File: config.mk
export PLATFORM = sky130hd
export DESIGN_NAME = controle_fechadura
export DESIGN_NICKNAME = d
export VERILOG_FILES = /design/src/rtl/senha_pkg.sv /design/src/rtl/classifica_senha.sv /design/src/rtl/controle_fechadura.sv
export SDC_FILE = /design/constraint.sdc
export NUM_CORES = 1
export LEC_CHECK = 0
export CAP_MARGIN = 25
export CORE_MARGIN = 5
export CORE_UTILIZATION = 31
export DETAILED_ROUTE_END_ITERATION = 10
export PLACE_DENSITY = 0.52
export SYNTH_ARGS = -nofsm -noshare
export SYNTH_HDL_FRONTEND = slang
export SYNTH_SLANG_ARGS = --single-unit
File: constraint.sdc
create_clock -name clk -period 23.2 [get_ports clk]
set_input_delay 4.64 -clock clk [delete_from_list [all_inputs] [get_ports clk]]
set_output_delay 4.64 -clock clk [all_outputs]
set_load 0.005 [all_outputs]
File: src/rtl/senha_pkg.sv
// Purpose : shared types and constants for the keypad decoder and the lock controller.
// Latency : n/a (types and constants only).
// Backpr. : n/a. Contents: senhaPac_t code word, digit markers, length bounds, FSM states.
package senha_pkg;

  localparam int NUM_DIGITOS = 20;

  // digits[0] is the most recently pressed key; unused positions hold DIGITO_VAZIO.
  typedef struct packed {
    logic [NUM_DIGITOS-1:0][3:0] digits;
  } senhaPac_t;

  localparam logic [3:0] DIGITO_VAZIO   = 4'hF;
  localparam logic [3:0] DIGITO_CANCELA = 4'hB;
  localparam logic [3:0] DIGITO_TIMEOUT = 4'hE;

  localparam logic [4:0] TAM_MIN = 5'd4;
  localparam logic [4:0] TAM_MAX = 5'd12;

  typedef enum logic [2:0] {
    OCIOSO   = 3'd0,
    VERIFICA = 3'd1,
    ABERTA   = 3'd2,
    SETUP    = 3'd3,
    GRAVA    = 3'd4,
    BLOQUEIO = 3'd5
  } estado_t;

endpackage

File: src/rtl/classifica_senha.sv
// Purpose : classifies a captured code word as cancel, timeout, well-formed or malformed.
// Latency : purely combinational, zero cycles.
// Backpr. : none. Ports: senha (word in); cancela, timeout, bem_formada, tamanho[4:0] (out).
module classifica_senha
  import senha_pkg::*;
(
  input  senhaPac_t  senha,
  output logic       cancela,
  output logic       timeout,
  output logic       bem_formada,
  output logic [4:0] tamanho
);

  logic fim;   // first non-decimal digit has been reached
  logic lixo;  // something other than F was found after the decimal run

  always_comb begin
    cancela = 1'b1;
    timeout = 1'b1;
    tamanho = 5'd0;
    fim     = 1'b0;
    lixo    = 1'b0;
    for (int i = 0; i < NUM_DIGITOS; i++) begin
      if (senha.digits[i] != DIGITO_CANCELA) cancela = 1'b0;
      if (senha.digits[i] != DIGITO_TIMEOUT) timeout = 1'b0;
      // Length is the unbroken run of decimal digits starting at the newest key;
      // everything beyond that run has to be padding.
      if (!fim && (senha.digits[i] <= 4'd9)) begin
        tamanho = tamanho + 5'd1;
      end else begin
        fim = 1'b1;
        if (senha.digits[i] != DIGITO_VAZIO) lixo = 1'b1;
      end
    end
    bem_formada = !lixo && (tamanho >= TAM_MIN) && (tamanho <= TAM_MAX);
  end

endmodule

File: src/rtl/controle_fechadura.sv
// Purpose : lock controller: checks keypad codes against master/user codes, opens, locks out, registers users.
// Latency : strobe at cycle t is checked at t+1; all outputs and slot writes update at t+2.
// Backpr. : teclado_enable low while open or locked out; strobes outside OCIOSO/SETUP are dropped.
// Ports   : clk, rst (sync, high); digitos_value/digitos_valid in; teclado_enable, tranca_aberta,
//           bloqueado, setup_ativo, erro, falhas out (all registered).
module controle_fechadura
  import senha_pkg::*;
#(
  parameter int        NUM_USERS   = 4,
  parameter senhaPac_t MASTER_CODE = 80'hFFFF_FFFF_FFFF_FFFF_1234,
  parameter int        MAX_FALHAS  = 3,
  parameter int        T_ABERTA    = 5000,
  parameter int        T_BLOQUEIO  = 20000
) (
  input  logic                            clk,
  input  logic                            rst,
  input  senhaPac_t                       digitos_value,
  input  logic                            digitos_valid,
  output logic                            teclado_enable,
  output logic                            tranca_aberta,
  output logic                            bloqueado,
  output logic                            setup_ativo,
  output logic                            erro,
  output logic [$clog2(MAX_FALHAS+1)-1:0] falhas
);

  localparam int FW   = $clog2(MAX_FALHAS + 1);
  localparam int TMAX = (T_ABERTA > T_BLOQUEIO) ? T_ABERTA : T_BLOQUEIO;
  localparam int TW   = $clog2(TMAX + 1);
  localparam int PW   = (NUM_USERS > 1) ? $clog2(NUM_USERS) : 1;

  estado_t        state_q, state_d;
  senhaPac_t      cap_q, cap_d;
  logic [TW-1:0]  timer_q, timer_d;
  logic [FW-1:0]  falhas_q, falhas_d;
  logic [PW-1:0]  ptr_q, ptr_d;
  logic           wr_en;

  senhaPac_t              slot_q [NUM_USERS];
  logic [NUM_USERS-1:0]   occ_q;

  logic en_q, en_d;
  logic tranca_q, tranca_d;
  logic bloq_q, bloq_d;
  logic setup_q, setup_d;
  logic erro_q, erro_d;

  logic       cancela, timeout, bem_formada;
  logic [4:0] tamanho;
  logic       valida;
  logic       match_user;

  classifica_senha u_classifica (
    .senha       (cap_q),
    .cancela     (cancela),
    .timeout     (timeout),
    .bem_formada (bem_formada),
    .tamanho     (tamanho)
  );

  // Length bounds repeated here so the accept condition reads in one place.
  assign valida = bem_formada && (tamanho >= TAM_MIN) && (tamanho <= TAM_MAX);

  // Empty slots are excluded by the occupied flag, not by their all-F contents.
  always_comb begin
    match_user = 1'b0;
    for (int i = 0; i < NUM_USERS; i++) begin
      if (occ_q[i] && (slot_q[i] == cap_q)) match_user = 1'b1;
    end
  end

  always_comb begin
    state_d  = state_q;
    cap_d    = cap_q;
    timer_d  = timer_q;
    falhas_d = falhas_q;
    ptr_d    = ptr_q;
    wr_en    = 1'b0;
    erro_d   = 1'b0;

    unique case (state_q)
      OCIOSO: begin
        if (digitos_valid) begin
          cap_d   = digitos_value;
          state_d = VERIFICA;
        end
      end

      VERIFICA: begin
        if (cancela || timeout) begin
          state_d = OCIOSO;
        end else if (valida && (cap_q == MASTER_CODE)) begin
          falhas_d = '0;
          state_d  = SETUP;
        end else if (valida && match_user) begin
          falhas_d = '0;
          timer_d  = TW'(T_ABERTA);
          state_d  = ABERTA;
        end else begin
          erro_d   = 1'b1;
          falhas_d = falhas_q + FW'(1);
          if (falhas_d == FW'(MAX_FALHAS)) begin
            timer_d = TW'(T_BLOQUEIO);
            state_d = BLOQUEIO;
          end else begin
            state_d = OCIOSO;
          end
        end
      end

      ABERTA: begin
        if (timer_q == TW'(1)) state_d = OCIOSO;
        else                   timer_d = timer_q - TW'(1);
      end

      SETUP: begin
        if (digitos_valid) begin
          cap_d   = digitos_value;
          state_d = GRAVA;
        end
      end

      GRAVA: begin
        state_d = OCIOSO;
        if (cancela || timeout) begin
          erro_d = 1'b0;
        end else if (valida && (cap_q != MASTER_CODE)) begin
          wr_en = 1'b1;
          ptr_d = (ptr_q == PW'(NUM_USERS - 1)) ? '0 : ptr_q + PW'(1);
        end else begin
          erro_d = 1'b1;
        end
      end

      BLOQUEIO: begin
        if (timer_q == TW'(1)) begin
          falhas_d = '0;
          state_d  = OCIOSO;
        end else begin
          timer_d = timer_q - TW'(1);
        end
      end

      default: state_d = OCIOSO;
    endcase

    // Outputs are registered from the next state so they line up with state entry.
    en_d     = !((state_d == ABERTA) || (state_d == BLOQUEIO));
    tranca_d = (state_d == ABERTA);
    bloq_d   = (state_d == BLOQUEIO);
    // Still waiting for the new code while it is being checked in GRAVA.
    setup_d  = (state_d == SETUP) || (state_d == GRAVA);
  end

  always_ff @(posedge clk) begin
    if (rst) begin
      state_q  <= OCIOSO;
      cap_q    <= '1;
      timer_q  <= '0;
      falhas_q <= '0;
      ptr_q    <= '0;
      en_q     <= 1'b1;
      tranca_q <= 1'b0;
      bloq_q   <= 1'b0;
      setup_q  <= 1'b0;
      erro_q   <= 1'b0;
    end else begin
      state_q  <= state_d;
      cap_q    <= cap_d;
      timer_q  <= timer_d;
      falhas_q <= falhas_d;
      ptr_q    <= ptr_d;
      en_q     <= en_d;
      tranca_q <= tranca_d;
      bloq_q   <= bloq_d;
      setup_q  <= setup_d;
      erro_q   <= erro_d;
    end
  end

  always_ff @(posedge clk) begin
    if (rst) begin
      for (int i = 0; i < NUM_USERS; i++) slot_q[i] <= '1;
      occ_q <= '0;
    end else if (wr_en) begin
      slot_q[ptr_q] <= cap_q;
      occ_q[ptr_q]  <= 1'b1;
    end
  end

  assign teclado_enable = en_q;
  assign tranca_aberta  = tranca_q;
  assign bloqueado      = bloq_q;
  assign setup_ativo    = setup_q;
  assign erro           = erro_q;
  assign falhas         = falhas_q;

endmodule
==> results.md <==
* CP arrival at 16.13 ns
* MaxCap Viol Count at 0
* Post-detailed-route DRC marker count at 0
* Vias post-DR at 21600
* Seq pwr share at 42.8%
* Top FF cell, synth: edfxtp_1
* Minimum clock period at 15.88 ns
* Worst path max stage delay at 0.85 ns
* Clock Sinks at 431
* Peak VDD IR at 0.0000680 V
* CTS Buf Count at 52
* Most common cell after layout, fill and taps aside: edfxtp_1
* Crit path top cell by count: ha_1
* Initial Utilization at 31.3%
* Worst hold slack at 0.464 ns
* Hold/Removal Path Class: reg -> reg
* Seq cells post-synth at 431
* First-pass iteration count of the detailed router at 6
* Core Footprint at 0.0791 sq mm
* DR iter-0 viols at 2745
* WL final at 110 mm
* Share of layout cells above drive strength 1 at 8.80%
* CTS root buf: clkbuf_16
* Slew @ Worst Pin at 1.09 ns
* Most frequent cells in the layout: edfxtp_1 (320), nand2_1 (287), xnor2_1 (178)
* Post-Layout Cell Count at 3644
* Hold-fix buffer count after cts at 0
* Met3 Usage GRT at 4.81%
* Die width at 293 microns
* Switching power at 0.587 mW
* Setup TNS at 0 ns
* Asr flop ratio synth at 0%
* Synthesized instance count at 2486
* Met1 usage at 33.3%
* TritonCTS clock tree: yes
* Required time of the critical path at 23.45 ns
* Vias/cell at 5.93
* H-tree levels at 2
* Die height at 293 microns
* I/O pins at 90
* Crit start category: register
* Reg clk slew, reported paths at 0.06 ns
* Final Max Tran Viols at 0
* Fmax at 63.0 MHz
* Pleak at 9.27 nW
* Register Area at 0.0118 sq mm
* Clock Tree Buf Depth at 3
* Clk network pwr share at 42.2%
* Skew final at 0.0467 ns
* Area occupied by multi-input gates at 0.0120 sq mm
* Final GP Congestion at 0.955
* First-pass GRT wire length at 154 mm
* Post-synthesis sequential area ratio at 47.8%
* Crit Path Max Fanout at 63
* Grt total ovfl at 0
* Critical path class: reg -> reg
* Area delta synth->final at 16.6%
* Layout Nets at 2655
* Fill count at 7928
* CTS resizes at 0
* Ys Warns at 0
* Post-synth EDFFs at 320
* Post-CTS setup buffers at 0
* Vias in the first global route at 20600
* Cell internal pwr at 1.46 mW
* # setup viols final at 0
* Power per cell area at 70.9 mW/mm^2
* Post-Syn Nets at 2593
* Full die area at 0.0856 sq mm
* Antenna violations before repair at 6
* Grt met2 use at 38.2%
* Antenna-violating nets left at 0
* HPWL Detailed at 76.2 mm
* Unrepaired setup endpoints after global routing: false
* Relative slew slack at 26.3%
* Slowest-stage cell, CP: buf_4
* Combinational fraction of design power at 15.0%
* Port bufs at 89
* Final hold vios at 0
* Synthesized area at 0.0247 sq mm
* Critical path capture point type: register
* Syn avg cell area at 9.95 sq um
* Largest net degree at the start of global routing at 81
* Drt wl/cell at 30.1 microns
* Switching Fraction at 28.7%
* Cell row count at 103
* Worst-Skew Late Latency at 0.65 ns
* Crit share post-route at 68.5%
* Gr usage total at 24.6%
* Status: finished clean
* Placed cell count at 3544
* Distinct cell type count after synthesis at 90
* GRT busiest layer: met2
==> synth_stat cells (16+ instances only) <==
library cell,count,area [sq um]
buf_1,20,75.1
nor4_1,67,419
nor2_1,78,293
nand3_1,60,300
a21oi_1,41,205
or3_1,134,838
o211ai_1,40,300
inv_1,62,233
o2111ai_1,16,140
xor2_1,84,736
nand2_1,288,1080
nor2b_1,21,131
o21ai_0,41,205
clkbuf_1,139,522
ha_1,24,300
nand4_1,170,1060
xnor2_1,178,1560
nand2b_1,123,769
nor3_1,46,230
dfxtp_1,111,2220
o21a_1,21,158
or4_1,58,435
o22ai_1,16,100
buf_2,19,95.1
edfxtp_1,320,9610
mux2i_1,64,641
==> critical path: cells and delay by family, from the launching register on <==
kind	cells	cell delay, ns
fa+ha+maj	16	4.92
compound gates	15	3.52
simple gates	15	1.96
mux	10	1.82
buf+inv	4	1.52
xor+xnor	4	0.90
flops	1	0.74
==> per-stage QoR <==
stage	setup WS, ns	utilization (%)	power [mW]	instance area (sq um)
2_1_floorplan	4.51	-	1.04	24700
3_3_place_gp	7.68	34.1	1.19	27000
3_5_place_dp	7.58	34.2	1.19	27000
4_1_cts	7.48	36.4	2.05	28800
5_1_grt	6.31	36.4	2.10	28800
6_report	7.32	36.5	2.05	28800
==> final timing paths <==
check / cells past startpoint / slack (ns) / startpoint / to
worst max-delay path: 64 / 7.32 / cap_q[6] / slot_q[3][52]
worst min-delay path: 2 / 0.46 / timer_q[10] / timer_q[10]
worst max register to register: 64 / 7.32 / cap_q[6] / slot_q[3][52]
worst min register to register: 2 / 0.46 / timer_q[10] / timer_q[10]
==> flip-flops by register name (all words and copies together) (netlist names), 2 cells and up <==
register and cells:
falhas 2, state_q 3, slot_q 320, cap_q 80
ptr_q 2, occ_q 4, timer_q 15
==> cells by family (layout without fill, tap and decap cells) <==
kind of cell	after synthesis	after routing	synth area share [%]
and+or+nand+nor	1141	1141	25.7
DFF	431	431	47.8
buffers and inverters	253	359	4.06
adders and majority gates	26	26	1.30
muxes	68	68	2.77
xor gates and xnor gates	266	266	9.64
AOI/OAI and AO/OA	301	301	8.68
other	0	2	0
==> area by class of cell <==
| type | count | share of cell area, % |
|---|---|---|
| multi-input combinational | 1802 | 41.5 |
| sequential | 431 | 41.0 |
| timing repair buffer | 191 | 5.73 |
| clock buffer | 77 | 5.40 |
| tap | 1050 | 4.55 |
| inverter | 70 | 0.915 |
| clock inverter | 21 | 0.889 |
| antenna | 2 | 0.0174 |
==> per-layer routing <==
| layer | vias to the layer above | part of all wire [%] |
|---|---|---|
| li1 | 9378 | - |
| met1 | 10800 | 42 |
| met2 | 1156 | 44 |
| met3 | 245 | 8.6 |
| met4 | 0 | 5.3 |
| met5 | - | 0 |
==> power by group through the flow <==
stage	Sequential, mW	Combinational, mW	Clock [mW]
final	0.875	0.307	0.864
after global routing	0.877	0.318	0.904
after CTS	0.874	0.300	0.875
after detailed placement	0.890	0.299	0
after global placement	0.889	0.300	0
after floorplan	0.882	0.161	0
(Power assumes the default switching activity.)
